### src/rtl/wb_spi1_pkg.sv
// Shared definitions for the SPI1 byte sequencer: register offsets, STATUS
// bit positions and sequencer state encoding.
package wb_spi1_pkg;

  // Slave register select, taken from s_adr_i[3:2]
  localparam logic [1:0] REG_DATA   = 2'd0;
  localparam logic [1:0] REG_STATUS = 2'd1;
  localparam logic [1:0] REG_CTRL   = 2'd2;
  localparam logic [1:0] REG_DIV    = 2'd3;

  // SPI1 register offsets on the master port
  localparam logic [31:0] SPI_DATA   = 32'h0;
  localparam logic [31:0] SPI_STATUS = 32'h4;
  localparam logic [31:0] SPI_CS     = 32'h8;
  localparam logic [31:0] SPI_DIV    = 32'hC;

  localparam int unsigned ST_BUSY    = 0;
  localparam int unsigned ST_TX_FULL = 1;
  localparam int unsigned ST_TX_EMPT = 2;
  localparam int unsigned ST_RX_FULL = 3;
  localparam int unsigned ST_RX_EMPT = 4;
  localparam int unsigned ST_RX_OVF  = 5;

  typedef enum logic [2:0] {
    S_IDLE    = 3'd0,
    S_DIV_WR  = 3'd1,
    S_CS_WR   = 3'd2,
    S_DATA_WR = 3'd3,
    S_POLL    = 3'd4,
    S_RD      = 3'd5,
    S_PUSH    = 3'd6
  } state_e;

endpackage

### src/rtl/wb_spi1_seq_if.sv
// Classic Wishbone bus bundle; dat_w flows master->slave, dat_r slave->master.
interface wb_spi1_seq_if;
  logic [31:0] adr;
  logic [31:0] dat_w;
  logic [31:0] dat_r;
  logic [3:0]  sel;
  logic        cyc;
  logic        stb;
  logic        we;
  logic        ack;

  modport master (output adr, dat_w, sel, cyc, stb, we, input dat_r, ack);
  modport slave  (input adr, dat_w, sel, cyc, stb, we, output dat_r, ack);
endinterface

### src/rtl/spi_byte_fifo.sv
// Synchronous 8-bit FIFO with fall-through head; a push into a full FIFO is
// accepted when a pop happens on the same cycle.
module spi_byte_fifo #(
  parameter int unsigned DEPTH = 16,
  localparam int unsigned AW = $clog2(DEPTH)
) (
  input  logic        clk,
  input  logic        reset,
  input  logic        push,
  input  logic [7:0]  din,
  input  logic        pop,
  output logic [7:0]  dout,
  output logic        full,
  output logic        empty,
  output logic [AW:0] level
);

  localparam logic [AW:0] FULL_LVL = (AW+1)'(DEPTH);

  logic [7:0]    mem [DEPTH];
  logic [AW-1:0] wr_ptr_q, wr_ptr_d, rd_ptr_q, rd_ptr_d;
  logic [AW:0]   level_q, level_d;
  logic          do_push, do_pop;

  always_comb begin
    do_pop   = pop & (level_q != '0);
    do_push  = push & ((level_q != FULL_LVL) | do_pop);
    wr_ptr_d = do_push ? wr_ptr_q + AW'(1) : wr_ptr_q;
    rd_ptr_d = do_pop  ? rd_ptr_q + AW'(1) : rd_ptr_q;
    level_d  = level_q;
    case ({do_push, do_pop})
      2'b10:   level_d = level_q + (AW+1)'(1);
      2'b01:   level_d = level_q - (AW+1)'(1);
      default: level_d = level_q;
    endcase
  end

  always_ff @(posedge clk or negedge reset) begin
    if (!reset) begin
      wr_ptr_q <= '0;
      rd_ptr_q <= '0;
      level_q  <= '0;
    end else begin
      wr_ptr_q <= wr_ptr_d;
      rd_ptr_q <= rd_ptr_d;
      level_q  <= level_d;
    end
  end

  always_ff @(posedge clk) begin
    if (do_push) mem[wr_ptr_q] <= din;
  end

  assign dout  = mem[rd_ptr_q];
  assign full  = (level_q == FULL_LVL);
  assign empty = (level_q == '0);
  assign level = level_q;

endmodule

### src/rtl/wb_spi1_seq.sv
// CPU-facing byte sequencer: TX/RX FIFOs behind a Wishbone slave, and a
// Wishbone master that runs CS/DATA/poll/read on SPI1 for every TX byte.
module wb_spi1_seq
  import wb_spi1_pkg::*;
#(
  parameter int unsigned FIFO_DEPTH = 16,
  parameter logic [31:0] SPI_BASE   = 32'h0000_0000
) (
  input  logic                 clk,
  input  logic                 reset,
  wb_spi1_seq_if.slave         s_bus,
  wb_spi1_seq_if.master        m_bus,
  output logic                 irq
);

  localparam int unsigned LW = $clog2(FIFO_DEPTH) + 1;

  logic [7:0]    tx_dout, rx_dout;
  logic          tx_full, tx_empty, rx_full, rx_empty;
  logic [LW-1:0] tx_level, rx_level;
  logic          tx_push, tx_pop, rx_push, rx_pop;

  logic          s_ack_q, s_ack_d;
  logic [31:0]   s_dat_q, s_dat_d;
  logic [9:0]    ctrl_q, ctrl_d;
  logic [7:0]    div_q, div_d;
  logic          div_pending_q, div_pending_d;
  logic          ovf_q, ovf_d;
  logic          irq_q, irq_d;
  state_e        state_q, state_d;
  logic          cyc_q, cyc_d, we_q, we_d;
  logic [31:0]   adr_q, adr_d, wdat_q, wdat_d;
  logic [7:0]    rx_byte_q, rx_byte_d;

  logic          req, first, wr_en, rd_en, busy, div_clr, ovf_set;
  logic [1:0]    reg_sel;
  logic [31:0]   status;
  logic          unused_ok;

  spi_byte_fifo #(.DEPTH(FIFO_DEPTH)) u_tx_fifo (
    .clk(clk), .reset(reset), .push(tx_push), .din(s_bus.dat_w[7:0]), .pop(tx_pop),
    .dout(tx_dout), .full(tx_full), .empty(tx_empty), .level(tx_level)
  );

  spi_byte_fifo #(.DEPTH(FIFO_DEPTH)) u_rx_fifo (
    .clk(clk), .reset(reset), .push(rx_push), .din(rx_byte_q), .pop(rx_pop),
    .dout(rx_dout), .full(rx_full), .empty(rx_empty), .level(rx_level)
  );

  assign busy = (state_q != S_IDLE);

  always_comb begin
    status                = '0;
    status[ST_BUSY]       = busy;
    status[ST_TX_FULL]    = tx_full;
    status[ST_TX_EMPT]    = tx_empty;
    status[ST_RX_FULL]    = rx_full;
    status[ST_RX_EMPT]    = rx_empty;
    status[ST_RX_OVF]     = ovf_q;
    status[15:8]          = 8'(tx_level);
    status[23:16]         = 8'(rx_level);
  end

  // Slave side: an access acts only on the cycle before ack rises.
  always_comb begin
    req     = s_bus.cyc & s_bus.stb;
    first   = req & ~s_ack_q;
    wr_en   = first & s_bus.we;
    rd_en   = first & ~s_bus.we;
    reg_sel = s_bus.adr[3:2];
    tx_push = wr_en && (reg_sel == REG_DATA);
    rx_pop  = rd_en && (reg_sel == REG_DATA) && !rx_empty;
    s_ack_d = req;
    s_dat_d = s_dat_q;
    if (first) begin
      s_dat_d = '0;
      if (!s_bus.we) begin
        case (reg_sel)
          REG_DATA:   s_dat_d = rx_empty ? '0 : {24'h0, rx_dout};
          REG_STATUS: s_dat_d = status;
          REG_CTRL:   s_dat_d = {22'h0, ctrl_q};
          REG_DIV:    s_dat_d = {24'h0, div_q};
        endcase
      end
    end
    ctrl_d        = (wr_en && reg_sel == REG_CTRL) ? s_bus.dat_w[9:0] : ctrl_q;
    div_d         = (wr_en && reg_sel == REG_DIV)  ? s_bus.dat_w[7:0] : div_q;
    div_pending_d = div_pending_q;
    if (div_clr) div_pending_d = 1'b0;
    if (wr_en && reg_sel == REG_DIV) div_pending_d = 1'b1;
    ovf_d = ovf_q;
    if (wr_en && reg_sel == REG_STATUS && s_bus.dat_w[ST_RX_OVF]) ovf_d = 1'b0;
    if (ovf_set) ovf_d = 1'b1;
    irq_d = ctrl_q[9] & ((tx_empty & ~busy) | ovf_q);
  end

  // Bus states launch an op whenever cyc is low, so the cycle after each ack
  // is the mandatory idle cycle and POLL re-reads simply by staying put.
  always_comb begin
    state_d   = state_q;
    cyc_d     = cyc_q;
    we_d      = we_q;
    adr_d     = adr_q;
    wdat_d    = wdat_q;
    rx_byte_d = rx_byte_q;
    tx_pop    = 1'b0;
    rx_push   = 1'b0;
    div_clr   = 1'b0;
    ovf_set   = 1'b0;
    case (state_q)
      S_IDLE: begin
        if (div_pending_q)                state_d = S_DIV_WR;
        else if (ctrl_q[8] && !tx_empty)  state_d = S_CS_WR;
      end
      S_PUSH: begin
        rx_push = 1'b1;
        ovf_set = rx_full & ~rx_pop;
        state_d = S_IDLE;
      end
      default: begin
        if (!cyc_q) begin
          cyc_d  = 1'b1;
          wdat_d = '0;
          case (state_q)
            S_DIV_WR:  begin we_d = 1'b1; adr_d = SPI_BASE + SPI_DIV;    wdat_d = {24'h0, div_q}; end
            S_CS_WR:   begin we_d = 1'b1; adr_d = SPI_BASE + SPI_CS;     wdat_d = {24'h0, ctrl_q[7:0]}; end
            S_DATA_WR: begin we_d = 1'b1; adr_d = SPI_BASE + SPI_DATA;   wdat_d = {24'h0, tx_dout}; tx_pop = 1'b1; end
            S_POLL:    begin we_d = 1'b0; adr_d = SPI_BASE + SPI_STATUS; end
            default:   begin we_d = 1'b0; adr_d = SPI_BASE + SPI_DATA;   end
          endcase
        end else if (m_bus.ack) begin
          cyc_d = 1'b0;
          case (state_q)
            S_DIV_WR:  begin div_clr = 1'b1; state_d = S_IDLE; end
            S_CS_WR:   state_d = S_DATA_WR;
            S_DATA_WR: state_d = S_POLL;
            S_POLL:    if (!m_bus.dat_r[0]) state_d = S_RD;
            default:   begin rx_byte_d = m_bus.dat_r[7:0]; state_d = S_PUSH; end
          endcase
        end
      end
    endcase
  end

  always_ff @(posedge clk or negedge reset) begin
    if (!reset) begin
      s_ack_q       <= 1'b0;
      s_dat_q       <= '0;
      ctrl_q        <= '0;
      div_q         <= '0;
      div_pending_q <= 1'b0;
      ovf_q         <= 1'b0;
      irq_q         <= 1'b0;
      state_q       <= S_IDLE;
      cyc_q         <= 1'b0;
      we_q          <= 1'b0;
      adr_q         <= '0;
      wdat_q        <= '0;
      rx_byte_q     <= '0;
    end else begin
      s_ack_q       <= s_ack_d;
      s_dat_q       <= s_dat_d;
      ctrl_q        <= ctrl_d;
      div_q         <= div_d;
      div_pending_q <= div_pending_d;
      ovf_q         <= ovf_d;
      irq_q         <= irq_d;
      state_q       <= state_d;
      cyc_q         <= cyc_d;
      we_q          <= we_d;
      adr_q         <= adr_d;
      wdat_q        <= wdat_d;
      rx_byte_q     <= rx_byte_d;
    end
  end

  assign s_bus.ack   = s_ack_q;
  assign s_bus.dat_r = s_dat_q;
  assign m_bus.cyc   = cyc_q;
  assign m_bus.stb   = cyc_q;
  assign m_bus.we    = we_q;
  assign m_bus.adr   = adr_q;
  assign m_bus.dat_w = wdat_q;
  assign m_bus.sel   = 4'hF;
  assign irq         = irq_q;

  assign unused_ok = ^{s_bus.sel, s_bus.adr[31:4], s_bus.adr[1:0], s_bus.dat_w[31:10], m_bus.dat_r[31:8]};

endmodule

### src/flat_wrapper.sv
// flat-port wrapper written by rule: the top's interface ports become plain ports
module wb_spi1_seq_flat import wb_spi1_pkg::*;
#(
  parameter int unsigned FIFO_DEPTH = 16,
  parameter logic [31:0] SPI_BASE   = 32'h0000_0000
)
  (clk, reset, irq, s_bus_adr, s_bus_dat_w, s_bus_sel, s_bus_cyc, s_bus_stb, s_bus_we, s_bus_dat_r, s_bus_ack, m_bus_adr, m_bus_dat_w, m_bus_sel, m_bus_cyc, m_bus_stb, m_bus_we, m_bus_dat_r, m_bus_ack);
  wb_spi1_seq_if s_bus_i ();
  wb_spi1_seq_if m_bus_i ();
  input  logic clk;
  input  logic reset;
  output logic irq;
  input wire logic [$bits(s_bus_i.adr)-1:0] s_bus_adr;
  input wire logic [$bits(s_bus_i.dat_w)-1:0] s_bus_dat_w;
  input wire logic [$bits(s_bus_i.sel)-1:0] s_bus_sel;
  input wire logic [$bits(s_bus_i.cyc)-1:0] s_bus_cyc;
  input wire logic [$bits(s_bus_i.stb)-1:0] s_bus_stb;
  input wire logic [$bits(s_bus_i.we)-1:0] s_bus_we;
  output wire logic [$bits(s_bus_i.dat_r)-1:0] s_bus_dat_r;
  output wire logic [$bits(s_bus_i.ack)-1:0] s_bus_ack;
  output wire logic [$bits(m_bus_i.adr)-1:0] m_bus_adr;
  output wire logic [$bits(m_bus_i.dat_w)-1:0] m_bus_dat_w;
  output wire logic [$bits(m_bus_i.sel)-1:0] m_bus_sel;
  output wire logic [$bits(m_bus_i.cyc)-1:0] m_bus_cyc;
  output wire logic [$bits(m_bus_i.stb)-1:0] m_bus_stb;
  output wire logic [$bits(m_bus_i.we)-1:0] m_bus_we;
  input wire logic [$bits(m_bus_i.dat_r)-1:0] m_bus_dat_r;
  input wire logic [$bits(m_bus_i.ack)-1:0] m_bus_ack;
  assign s_bus_i.adr = s_bus_adr;
  assign s_bus_i.dat_w = s_bus_dat_w;
  assign s_bus_i.sel = s_bus_sel;
  assign s_bus_i.cyc = s_bus_cyc;
  assign s_bus_i.stb = s_bus_stb;
  assign s_bus_i.we = s_bus_we;
  assign s_bus_dat_r = s_bus_i.dat_r;
  assign s_bus_ack = s_bus_i.ack;
  assign m_bus_adr = m_bus_i.adr;
  assign m_bus_dat_w = m_bus_i.dat_w;
  assign m_bus_sel = m_bus_i.sel;
  assign m_bus_cyc = m_bus_i.cyc;
  assign m_bus_stb = m_bus_i.stb;
  assign m_bus_we = m_bus_i.we;
  assign m_bus_i.dat_r = m_bus_dat_r;
  assign m_bus_i.ack = m_bus_ack;
  wb_spi1_seq #(.FIFO_DEPTH(FIFO_DEPTH), .SPI_BASE(SPI_BASE)) u_core (.clk(clk), .reset(reset), .s_bus(s_bus_i), .m_bus(m_bus_i), .irq(irq));
endmodule
### config.mk
export PLATFORM = sky130hd
export DESIGN_NAME = wb_spi1_seq_flat
export DESIGN_NICKNAME = d
export VERILOG_FILES = /design/src/rtl/wb_spi1_pkg.sv /design/src/rtl/wb_spi1_seq_if.sv /design/src/rtl/spi_byte_fifo.sv /design/src/rtl/wb_spi1_seq.sv /design/src/flat_wrapper.sv
export SDC_FILE = /design/constraint.sdc
export NUM_CORES = 1
export LEC_CHECK = 0
export ABC_AREA = 1
export CAP_MARGIN = 10
export CORE_UTILIZATION = 45
export CTS_BUF_LIST = sky130_fd_sc_hd__clkbuf_8
export DETAILED_ROUTE_END_ITERATION = 16
export PLACE_DENSITY = 0.7
export SLEW_MARGIN = 30
export SYNTH_ARGS = -nofsm -noshare
export SYNTH_HDL_FRONTEND = slang
export SYNTH_HIERARCHICAL = 1
export SYNTH_SLANG_ARGS = --single-unit
### constraint.sdc
create_clock -name clk -period 2.55 [get_ports clk]
set_clock_uncertainty 0.15 [all_clocks]
set_input_delay 0.51 -clock clk [delete_from_list [all_inputs] [get_ports clk]]
set_output_delay 0.51 -clock clk [all_outputs]
set_load 0.02 [all_outputs]
==> results by group, run 1 <==
Pwr
  • Total Power: approximately 18000 uW
  • Worst VDD drop: 565.5 uV
  • Power Dens Cells: 1013 nW/um2
  • Lkg Pwr: around 0.0071 uW

Drt
  • Final ANT Viol Nets: 0
  • Final wirelength: 34730 um
  • Drt wl/cell: 17.05 um
  • Via total after detailed routing: 10460
  • Via density: 5.134
  • DRC: 0
  • Initial DRC count: ~930
  • TritonRoute pass-1 iters: 5

Timing
  • Final setup TNS: 0 ns
  • Fmax: 415.3 MHz
  • Final worst slack: 0.1423 ns
  • # setup viols final: 0
  • Final hold violations: 0
  • Period utilization: 0.9442
  • Pins over their slew limit: 0
  • Slew headroom: 0.5520
  • Final Critical Period: 2.408 ns
  • Worst-margin pin slew: 0.6699 ns

Critical path
  • Worst-path fanout max: 3
  • Crit path DAT: roughly 2.8 ns
  • Crit. End Element: flip-flop
  • CP Class: flip-flop to flip-flop
  • Worst Setup Start Kind: flip-flop
  • Worst EP required: 2.90 ns

CTS
  • CTS tree: built
  • Clock sink count: 345
  • Latest clock arrival within the worst-skew pair: 0.61 ns
  • H-Tree Depth: 2
  • CTS Buffer Depth: 3
  • Clock buffer count from CTS: 53
  • Reg clk slew, reported paths: 0.07 ns
  • CTS root buf: clkbuf_8

Die
  • IO Count: 211
  • Die height: roughly 190 um
  • # rows: 67
  • Die area: 35270 um2
  • Core region area: roughly 34000 um2
  • Initial Util: 0.4599
  • Die W: around 190 um

Run status
  • Status: finished, final reports clean

Yosys
  • Netlist cell types: 39
  • Top-area cell type share of the netlist area: 0.4948
  • Top cell type by total area after synthesis: edfxtp_1
  • Synthesized flop and latch total: roughly 350
  • Syn_area_per_cell: approximately 11 um2
  • Syn Inst Count: 1392
  • Top area cells in the synthesized netlist: edfxtp_1 (49%), dfrtp_1 (14%), nor2_1 (5.4%)
  • Register area share after synthesis: 0.6382
  • Post-Syn Area: 15540 um2
  • Synth warn: 6

Placement
  • Post-DP HPWL: 22830 um
  • IO Port Bufs: 58
  • Cells after DPL: 1933
  • Gpl congestion: 0.8435
  • Post-place setup slack: -0.3271 ns
  • Placed cell area: 16840 um2

GRT
  • Largest net degree at the start of global routing: 72
  • Initial antenna violation count: 0
  • First-pass GRT wire length: between 50000 and 60000 um
  • Residual overflow from global routing: 0
  • GR Util All Layers: 0.2006
  • Vias in the first global route: 10220

Cells and area
  • Final Cell Area: 18000 um2
  • Area occupied by multi-input gates: 4700 um2
  • Post-layout net count: roughly 1700
  • Sequential Area: 9917 um2
  • Non-filler instance count after layout: approximately 2000
  • Area Growth Syn to Fin: 15.88%
  • Diodes inserted: 0
  • Ratio of cells with drive above 1 in the final layout: 0.1542
  • Filler Cells Inserted: 2843

Worst hold path
  • Hold Crit Class: input port to async pin

Flow run
  • Max_cap viols: 0
==> cell usage in the layout, fill, tap and decap left out, types with 13 or more instances in the layout <==
master,n
ha_1,15
nand2_1,182
nor2_1,222
o21ai_0,142
inv_1,75
edfxtp_1,256
o211ai_1,74
clkdlybuf4s50_1,57
o21ai_1,28
a21oi_1,29
clkinv_1,13
dfrtp_1,87
nand3_1,63
clkbuf_8,62
conb_1,72
buf_4,100
==> worst max-delay path: stages, from the launching register on <==
cell and delay (ns):
dfrtp_1 0.42, nor2_4 0.15, nand3_4 0.10, inv_1 0.08
clkinv_2 0.05, nand2_1 0.10, nor2_4 0.05, nand2_4 0.07
inv_2 0.04, nand2_4 0.05, inv_1 0.07, buf_4 0.14
fa_1 0.38, nand3_1 0.10, nand3_1 0.08, nand2_1 0.10
nand3_1 0.07, nand2_1 0.07, inv_1 0.03
==> state kept, by name, indices dropped and copies added, names as in the netlist, 8 cells and up, named ones only <==
signal and flops:
u_core/rx_byte_q 8, u_core/m_bus.dat_w 8, u_core/ctrl_q 10, u_core/s_bus.dat_r 18, u_core/u_rx_fifo/mem 128, u_core/div_q 8
u_core/u_tx_fifo/mem 128
==> stage by stage <==
| step | hold WS (ns) | utilization |
|---|---|---|
| final | 0.2431 | 0.5329 |
| after global routing | 0.2670 | 0.5329 |
| after CTS | 0.2380 | 0.5319 |
| after detailed placement | 0.3108 | 0.4984 |
| after global placement | 0.3095 | 0.4984 |
| after floorplan | 0.06441 | - |
==> power by group <==
group / switching [uW] / internal [uW]
clock network: 2150 / 2620
logic: 3810 / 2080
registers: 747 / 6820
==> kinds of logic (layout without fill, tap and decap cells) <==
kind of cell / after synthesis / in the layout / share of synthesized area
mux: 8 / 8 / 0.005799
fa+ha+maj: 18 / 18 / 0.01546
flops: 345 / 345 / 0.6382
simple gates: 508 / 508 / 0.1445
buf+inv: 212 / 339 / 0.07949
other cells: 2 / 72 / 0.0004834
xor+xnor: 18 / 18 / 0.01111
compound gates: 281 / 281 / 0.1050
==> worst paths after layout <==
kind / cells past startpoint / slack, ns / endpoint / start
worst min register to register: 2 / 0.33 / u_core/m_bus.adr[3] / u_core/m_bus.adr[3]
worst min-delay path: 2 / 0.24 / u_core/s_bus.dat_r[5] / reset
max in group asynchronous: 3 / 1.40 / u_core/rx_byte_q[6] / reset
worst max-delay path: 18 / 0.14 / u_core/u_rx_fifo/level[4] / u_core/u_rx_fifo/level[1]
min in group clk: 3 / 0.29 / u_core/s_bus.ack / s_bus_stb
worst max register to register: 18 / 0.14 / u_core/u_rx_fifo/level[4] / u_core/u_rx_fifo/level[1]
==> routing by layer <==
layer | wire length (um) | GRT usage
met3 | 2211 | 0.03706
met1 | 14640 | 0.2679
met4 | 1004 | 0.07567
met5 | 0 | 0
met2 | 16870 | 0.3261
==> final cells by class <==
cell class                      instances  share of cell area
Clock buffer                           62             0.04740
Clock inverter                         38             0.01480
Inverter                               77             0.01640
Multi-Input combinational cell        905              0.2610
Sequential cell                       345              0.5508
Tap cell                              448             0.03113
Timing Repair Buffer                  162             0.07839
==> synth_stat cells (all sizes together) <==
master and number:
nand4 5, conb 2, o31ai 1, xnor2 4
inv 72, ha 16, xor2 14, mux2 8
nor2 234, a21oi 30, nand2 196, clkinv 5
clkbuf 12, nand3 71, o21ai 172, dfrtp 89
fa 2, o211a 1, nor3 2, buf 123
o211ai 74, a22o 2, o21a 1, edfxtp 256
==> what timing repair did <==
item	CTS	global route
endpoints found under the setup margin	0	1
hold endpoints to repair	28	0
resized for setup	0	2
setup buffers	0	3
hold buffers	1	0
Note: power is estimated with default switching activity, not from simulation.
==> run 2, diff against run 1 <==
--- a/config.mk
+++ b/config.mk
@@ -8,9 +8,10 @@
 export ABC_AREA = 1
 export CAP_MARGIN = 10
 export CORE_UTILIZATION = 45
-export CTS_BUF_LIST = sky130_fd_sc_hd__clkbuf_8
+export CTS_CLUSTER_DIAMETER = 40
 export DETAILED_ROUTE_END_ITERATION = 16
 export PLACE_DENSITY = 0.7
+export SETUP_SLACK_MARGIN = 0.15
 export SLEW_MARGIN = 30
 export SYNTH_ARGS = -nofsm -noshare
 export SYNTH_HDL_FRONTEND = slang
==> results by group, run 2 (synthesis results as in run 1) <==
GRT
  • Residual overflow from global routing: 0 (unchanged)
  • M1 GR Usage: 0.2666 (-0.001234)
  • Initial antenna violation count: 0 (unchanged)
  • Vias in the first global route: 10240 (+0.20%)
  • GR Util All Layers: 0.2031 (+0.002534)
  • Largest net degree at the start of global routing: 46 (-36%)
  • Met2 Use GR: 0.3472 (+0.02108)
  • GR Layer Usage met3: 0.03556 (-0.001497)
  • First-pass GRT wire length: 56140 um (+1.4%)
  • Most used routing layer: met2

Placement
  • IO Port Bufs: 58 (unchanged)
  • Cells after DPL: 1931 (-0.10%)
  • Gpl congestion: 0.8882 (+5.3%)
  • Post-DP HPWL: 23200 um (+1.6%)
  • Placed cell area: 16920 um2 (+0.46%)

Cells and area
  • Area occupied by multi-input gates: 4752 um2 (+1.1%)
  • Filler Cells Inserted: 2805 (-1.3%)
  • Ratio of cells with drive above 1 in the final layout: 0.1630 (+0.008769)
  • Final Cell Area: 18500 um2 (+2.7%)
  • Post-layout net count: 1659 (-0.54%)
  • Non-filler instance count after layout: 2019 (-0.88%)
  • Final Util: 0.5475 (+0.01463)
  • Most common cell after layout, fill and taps aside: edfxtp_1
  • Commonest cells after routing, fill and taps aside: edfxtp_1 (256), nor2_1 (216), nand2_1 (181)
  • Sequential Area: 9920 um2 (about the same)
  • Area Growth Syn to Fin: 19.06%
  • Diodes inserted: 0 (unchanged)

Critical path
  • Top delay family on crit path: buffers and inverters
  • Crit path cell chain: buf_4 -> clkdlybuf4s50_1
  • Crit. End Element: output pin
  • Worst EP required: 1.89 ns (-1.01 ns)
  • Worst Setup Start Kind: flip-flop
  • Worst-path fanout max: 6 (+3)
  • Crit path DAT: 1.72 ns (-1.04 ns)
  • CP max stage delay: 0.61 ns (+0.19 ns)
  • CP Buf/Inv Count: 2 (-4)
  • CP Class: flip-flop to output pin
  • Worst R2R Path Depth: 18 (unchanged)
  • Slowest cell on crit path: clkdlybuf4s50_1
  • CP Depth: 2 (-16)

CTS
  • Latest clock arrival within the worst-skew pair: 0.54 ns (-0.07 ns)
  • Clock buffer count from CTS: 45 (-15%)
  • Reg clk slew, reported paths: 0.05 ns (-0.02 ns)
  • Clock sink count: 345 (unchanged)
  • H-Tree Depth: 2 (unchanged)
  • CTS root buf: clkbuf_16
  • CTS tree: built
  • CTS Buffer Depth: 3 (unchanged)

Pwr
  • Total Power: 19790 uW (+8.6%)
  • Worst VDD drop: 720.9 uV (+27%)
  • Power Dens Cells: 1070 nW/um2 (+5.7%)
  • Lkg Pwr: 0.007236 uW (+1.6%)

Timing
  • Pins over their slew limit: 0 (unchanged)
  • Final Critical Period: 2.381 ns (-0.02702 ns)
  • Worst-margin pin slew: 0.8214 ns (+0.1515 ns)
  • Slew headroom: 0.4507 (-0.1013)
  • Final hold violations: 0 (unchanged)
  • Fmax: 420.1 MHz (+1.1%)
  • # setup viols final: 0 (unchanged)
  • Period utilization: 0.9336 (-0.01060)
  • RSZ-0062 raised after global routing: yes

Run status
  • Status: finished, final reports clean

Drt
  • DRC: 0 (unchanged)
  • Drt wl/cell: 17.51 um (+2.7%)
  • TritonRoute pass-1 iters: 6 (+1)
  • Via total after detailed routing: 10550 (+0.87%)
  • Final wirelength: 35350 um (+1.8%)
  • Initial DRC count: 788 (-15%)
  • Via density: 5.224 (+1.8%)
  • Final ANT Viol Nets: 0 (unchanged)

Flow run
  • Max_cap viols: 0 (unchanged)

Die
  • Die area: 35270 um2 (unchanged)
  • Die W: 187.8 um (unchanged)
  • Initial Util: 0.4599 (unchanged)
  • Die height: 187.8 um (unchanged)
  • IO Count: 211 (unchanged)
  • Core region area: 33780 um2 (unchanged)
  • # rows: 67 (unchanged)

Worst hold path
  • Hold Crit Class: input port to async pin
run 2: cell count changes in the layout (fill, tap and decap cells not counted), sizes merged:
cell,previous run,this run
clkinvlp,3,6
dlymetal6s2s,0,1
bufinv,4,5
buf,104,103
clkbuf,62,54
clkdlybuf4s50,57,56
inv,88,75
run 2: stage by stage:
| stage | setup TNS, ns | hold slack, ns | setup slack (ns) |
|---|---|---|---|
| 2_1_floorplan | 0 | 0.06441 | 0.07654 |
| 3_3_place_gp | -46.15 | 0.3153 | -0.2700 |
| 3_5_place_dp | -47.56 | 0.3151 | -0.2919 |
| 4_1_cts | 0 | 0.3291 | 0.1619 |
| 5_1_grt | 0 | 0.3506 | 0.07439 |
| 6_report | 0 | 0.3237 | 0.1693 |
run 2: final cells by class:
class | instances | share of cell area
clock buffer | 54 | 0.06500
clock inverter | 29 | 0.01671
inverter | 77 | 0.01610
multi-input combinational | 905 | 0.2569
sequential | 345 | 0.5363
tap | 448 | 0.03030
timing repair buffer | 161 | 0.07873
run 2: worst paths after layout:
check | from | endpoint | slack (ns)
worst max-delay path | u_core/m_bus.cyc | m_bus_stb | 0.17
worst min-delay path | reset | u_core/s_bus.dat_r[16] | 0.32
worst max register to register | u_core/u_rx_fifo/level[3] | u_core/u_rx_fifo/level[4] | 0.23
worst min register to register | u_core/m_bus.dat_w[3] | u_core/m_bus.dat_w[3] | 0.33
max in group asynchronous | reset | u_core/u_rx_fifo/level[2] | 1.30
min in group clk | u_core/m_bus.dat_w[3] | u_core/m_bus.dat_w[3] | 0.33
run 2: per-layer routing:
| layer | routed length, um | vias up |
|---|---|---|
| met5 | 0 | - |
| met2 | 17770 | 374 |
| met3 | 2029 | 52 |
| met1 | 14870 | 5151 |
| met4 | 684 | 0 |
| li1 | - | 4971 |
run 2: worst register-to-register path: cells and delay by family, from the launching register on:
kind,cells,cell delay [ns]
adder cells (fa/ha/maj),1,0.34
flip-flops,1,0.42
buffers and inverters,6,0.42
AND/OR/NAND/NOR,11,0.86
run 2: report_power, final:
part           internal (uW)  switching, uW  total, uW  leakage, uW
Combinational           2110           3850       5960      0.00309
Clock                   3890           2380       6280     0.000721
Sequential              6830            733       7560      0.00343
run 2: what timing repair did:
item / in CTS / in global routing
resized for setup: 2 / 7
pin swaps: 2 / 2
setup endpoints to repair: 2 / 13
buffers inserted: 4 / 0
hold endpoints to repair: 32 / 0
hold buffers: 1 / 0
